$ cat config.mk
export PLATFORM = sky130hd
export DESIGN_NAME = grostl_perm_ctrl
export DESIGN_NICKNAME = d
export VERILOG_FILES = /design/src/rtl/grostl_perm_ctrl.sv
export SDC_FILE = /design/constraint.sdc
export NUM_CORES = 1
export LEC_CHECK = 0
export BUFFER_PORTS_ARGS = -buffer_cell sky130_fd_sc_hd__buf_2
export CELL_PAD_IN_SITES_DETAIL_PLACEMENT = 1
export CELL_PAD_IN_SITES_GLOBAL_PLACEMENT = 1
export CORE_AREA = 2 2 39 41
export CTS_CLUSTER_DIAMETER = 120
export DETAILED_ROUTE_END_ITERATION = 8
export DIE_AREA = 0 0 41 43
export PLACE_DENSITY = 0.68
export SLEW_MARGIN = 20
export SYNTH_ARGS = -nofsm -noshare
export SYNTH_HDL_FRONTEND = slang
export SYNTH_SLANG_ARGS = --single-unit
$ cat constraint.sdc
create_clock -name clk -period 1.9 [get_ports clk]
set_input_delay 0 -clock clk [delete_from_list [all_inputs] [get_ports clk]]
set_output_delay 0 -clock clk [all_outputs]
set_load 0.01 [all_outputs]
$ cat src/rtl/grostl_perm_ctrl.sv
// ----------------------------------------------------------------------------
// grostl_perm_ctrl
//   Sequencer for one Groestl compression f(h,m) = P(h^m) ^ Q(m) ^ h on a
//   datapath where P and Q share a single round engine and alternate
//   cycle by cycle (P first, then Q, for each round index).
//
//   Parameter
//     NUM_ROUNDS : rounds per permutation (10 or 14)
//
//   Ports
//     clk       in   clock, every state update on the rising edge
//     rst_n     in   synchronous active-low reset
//     start     in   request one compression (only taken in IDLE, or in
//                    DONE together with out_ready)
//     busy      out  controller is not idle
//     load      out  capture h^m into the P state and m into the Q state
//     round_en  out  write back the shared round result this cycle
//     perm_sel  out  permutation in the shared datapath (0 = P, 1 = Q)
//     round     out  round index for round-constant generation
//     final_en  out  latch P ^ Q ^ h into the chaining register
//     out_valid out  chaining result available
//     out_ready in   consumer accepts the result (only looked at in DONE)
//
//   Every output is decoded from registered state only; start and
//   out_ready never reach an output combinationally.
// ----------------------------------------------------------------------------
module grostl_perm_ctrl #(
  parameter int NUM_ROUNDS = 10
) (
  input  logic       clk,
  input  logic       rst_n,
  input  logic       start,
  output logic       busy,
  output logic       load,
  output logic       round_en,
  output logic       perm_sel,
  output logic [3:0] round,
  output logic       final_en,
  output logic       out_valid,
  input  logic       out_ready
);

  typedef enum logic [2:0] {
    IDLE  = 3'd0,
    LOAD  = 3'd1,
    ROUND = 3'd2,
    FINAL = 3'd3,
    DONE  = 3'd4
  } state_t;

  // Index of the last round; the Q half of this round ends the ROUND phase.
  localparam logic [3:0] LAST_ROUND = 4'(NUM_ROUNDS - 1);

  state_t     state_r;
  state_t     state_s;
  logic [3:0] round_r;
  logic [3:0] round_s;
  logic       perm_r;
  logic       perm_s;

  // State, round counter and P/Q selector registers with synchronous reset.
  always_ff @(posedge clk) begin
    if (!rst_n) begin
      state_r <= IDLE;
      round_r <= 4'd0;
      perm_r  <= 1'b0;
    end else begin
      state_r <= state_s;
      round_r <= round_s;
      perm_r  <= perm_s;
    end
  end

  // Next-state logic; round and perm_sel are forced to 0 outside ROUND.
  always_comb begin
    state_s = state_r;
    round_s = 4'd0;
    perm_s  = 1'b0;
    case (state_r)
      IDLE: begin
        if (start) begin
          state_s = LOAD;
        end else begin
          state_s = IDLE;
        end
      end
      LOAD: begin
        state_s = ROUND;
      end
      ROUND: begin
        if (perm_r && (round_r == LAST_ROUND)) begin
          // Q half of the last round: counters wrap to 0 on exit.
          state_s = FINAL;
        end else if (perm_r) begin
          // Q half done: advance the round, next cycle is P again.
          state_s = ROUND;
          round_s = round_r + 4'd1;
          perm_s  = 1'b0;
        end else begin
          // P half done: same round, next cycle is Q.
          state_s = ROUND;
          round_s = round_r;
          perm_s  = 1'b1;
        end
      end
      FINAL: begin
        state_s = DONE;
      end
      DONE: begin
        // A start arriving with the handshake chains straight into LOAD.
        if (out_ready && start) begin
          state_s = LOAD;
        end else if (out_ready) begin
          state_s = IDLE;
        end else begin
          state_s = DONE;
        end
      end
      default: begin
        state_s = IDLE;
      end
    endcase
  end

  // Output decode purely from the registered state and counters.
  always_comb begin
    busy      = (state_r != IDLE);
    load      = (state_r == LOAD);
    round_en  = (state_r == ROUND);
    final_en  = (state_r == FINAL);
    out_valid = (state_r == DONE);
    perm_sel  = perm_r;
    round     = round_r;
  end

endmodule

==> metrics.csv <==
metric,value,unit
status,"finished, final reports clean",
register bit total from synthesis,8,
setup bufs post-CTS,0,
Layout fillers,169,
Chip Width,41,um
final hold violation count,0,
CP Launch Type,flop,
Overall Global Routing Usage,0.1349,
initial antenna violation count,0,
Synth top area share,0.3821,
pre-CTS setup slack,0.7235,ns
Power Density,685.0,mW/mm^2
layout cells sized above 1,0.4074,
Crit path max-delay family,flip-flops,
RSZ-0062 raised after global routing,no,
final WL,847,um
DRC,0,
vias in the first global route,350,
clk sink count,8,
die area,0.001763,mm^2
num rows,14,
CTS tree,built,
worst hold-check path type,in -> reg,
Root Buffer Master,clkbuf_4,
xor/xnor cell area share of the yosys netlist,0.06269,
final net count,62,
CTS Buf Count,3,
drt pass-1 iters,5,
port bufs,13,
Crit Path Class,reg -> out,
period utilisation layout,0.6523,
Initial Utilization,0.3029,
Slew headroom,0.7887,
CP Cell Sequence,"nor3b_1, buf_2",
Pleak,0.2385,nW
syn_nets,46,
DP HPWL,643.5,um
Critical Path RT,1.90,ns
max-slew violation count,0,
clk_skew,0.001411,ns
wire length per cell,12.10,um
fin area,511.7,um^2
combinational power share,0.114,
Post-CTS Resized,0,
CP Buf/Inv Count,1,
P_int,266.4,uW
Clock Tree Buf Depth,2,
Worst Tran Pin Value,0.3165,ns
first-pass GRT wire length,1497,um
Final GP Congestion,0.6725,
MaxCap Viol Count,0,
clk_lat worst skew,0.25,ns
Inst Count DP,67,
Seq pwr share,0.519,
via count,329,
largest area contributor in the netlist,dfxtp_1,
# diodes,0,
Clk pwr share,0.366,
setup_tns,0,ns
Post-Syn Area,419.2,um^2
CORE AREA,0.001384,mm^2
largest cells by area after synthesis,"dfxtp_1 (38%), ha_1 (6.0%), nand4b_4 (5.7%)",
die height,43,um
mux cell area share after synthesis,0,
Total Power,350.5,uW
register area share after synthesis,0.3821,
grt total ovfl,0,
antenna-violating nets left,0,
synthesized instance count,40,
largest net degree at the start of global routing,10,
switch share,0.2401,
worst setup margin,0.6606,ns
Critical Path AT,1.24,ns
compound-gate portion of the synthesized area,0.08657,
Synth cell types,23,
Synth async-reset ratio,0,
DRT iter0 DRCs,4,
CTS Hold Bufs,0,
Post-Synth Adder-Cell Area,0.05970,
Fmax,806.8,MHz
average cell area after synthesis,10.48,um^2
final setup vio count,0,
crit path capture type,output pin,
Post-synth EDFFs,0,
"slowest stage delay, CP",0.50,ns
I/O Pins,14,
main combinational cell family by area after synthesis,simple AND/OR/NAND/NOR gates,
hold_ws,0.03652,ns
fraction of the mapped netlist area in simple logic gates,0.3642,
Net Sw Power,84.17,uW
Critical-path top delay cell,dfxtp_1,
Vias/cell,4.700,
Area growth syn-to-layout,22.09,%
Max VDD drop,0.2460,mV
fin cells,70,
worst-path fanout max,9,
Area after DPL,489.2,um^2
H-tree levels,1,
Period minus WS final,1.239,ns
synthesis warning total,0,
clock-pin transition on the worst setup and hold timing paths,0.05,ns
Final Core Density,0.3698,
"Primary FF master, synth",dfxtp_1,
-- Yosys cell counts, types with 2 or more instances --
cell and instances:
dfxtp_1 8, nor2_1 5, buf_4 2, ha_1 2, nand2b_1 2, nor3b_1 2, o21a_1 2, xor2_1 2
-- cells by family after synthesis --
group                    Yosys count
AO/OA/AOI/OAI                      4
buffers and inverters              3
AND/OR/NAND/NOR                   20
adder cells (fa/ha/maj)            2
flip-flops                         8
XOR/XNOR                           3
-- placed cells by master (no fill, tap or decap), types with 2 or more instances in the layout --
cell      Yosys  layout
nor2_1        5       5
ha_1          2       2
dfxtp_1       8       8
nand2b_1      2       2
xor2_1        2       2
o21a_1        2       2
clkbuf_4      0       3
nor3b_1       2       2
buf_2         0      13
-- layer usage --
layer | vias up | GRT usage | wire, um | part of all wire
met3 | 2 | 0.04712 | 15 | 0.018
met4 | 0 | 0.1400 | 21 | 0.025
met5 | - | 0 | 0 | 0
li1 | 167 | - | - | -
met1 | 154 | 0.1753 | 406 | 0.48
met2 | 6 | 0.1563 | 404 | 0.48
-- worst paths after layout --
kind | from | endpoint | slack [ns] | depth (start not counted)
worst max-delay path | state_r[0]$_SDFF_PN0_ | load | 0.66 | 2
worst min-delay path | rst_n | state_r[1]$_SDFF_PN0_ | 0.04 | 2
worst max register to register | round[1]$_SDFFE_PP0P_ | state_r[0]$_SDFF_PN0_ | 0.72 | 5
worst min register to register | round[3]$_SDFFE_PP0P_ | round[3]$_SDFFE_PP0P_ | 0.55 | 2
-- power groups by stage --
| stage | combinational, mW | clock (mW) | sequential [mW] |
|---|---|---|---|
| floorplan | 0.0331 | 0 | 0.180 |
| CTS | 0.0405 | 0.137 | 0.182 |
| global route | 0.0441 | 0.152 | 0.184 |
| detailed placement | 0.0404 | 0 | 0.186 |
| finish | 0.0401 | 0.128 | 0.182 |
| global placement | 0.0401 | 0 | 0.186 |
-- sequential cells by signal, summed over array words and instances (netlist names) --
register  flops
perm_sel      1
round         4
state_r       3
-- final cells by class --
class / count / area [um^2] / share of cell area
Clock buffer: 3 / 22.52 / 0.04401
Inverter: 1 / 3.754 / 0.007335
Multi-Input combinational cell: 29 / 240.2 / 0.4694
Sequential cell: 8 / 160.2 / 0.3130
Tap cell: 16 / 20.02 / 0.03912
Timing Repair Buffer: 13 / 65.06 / 0.1271
(Power assumes the default switching activity.)
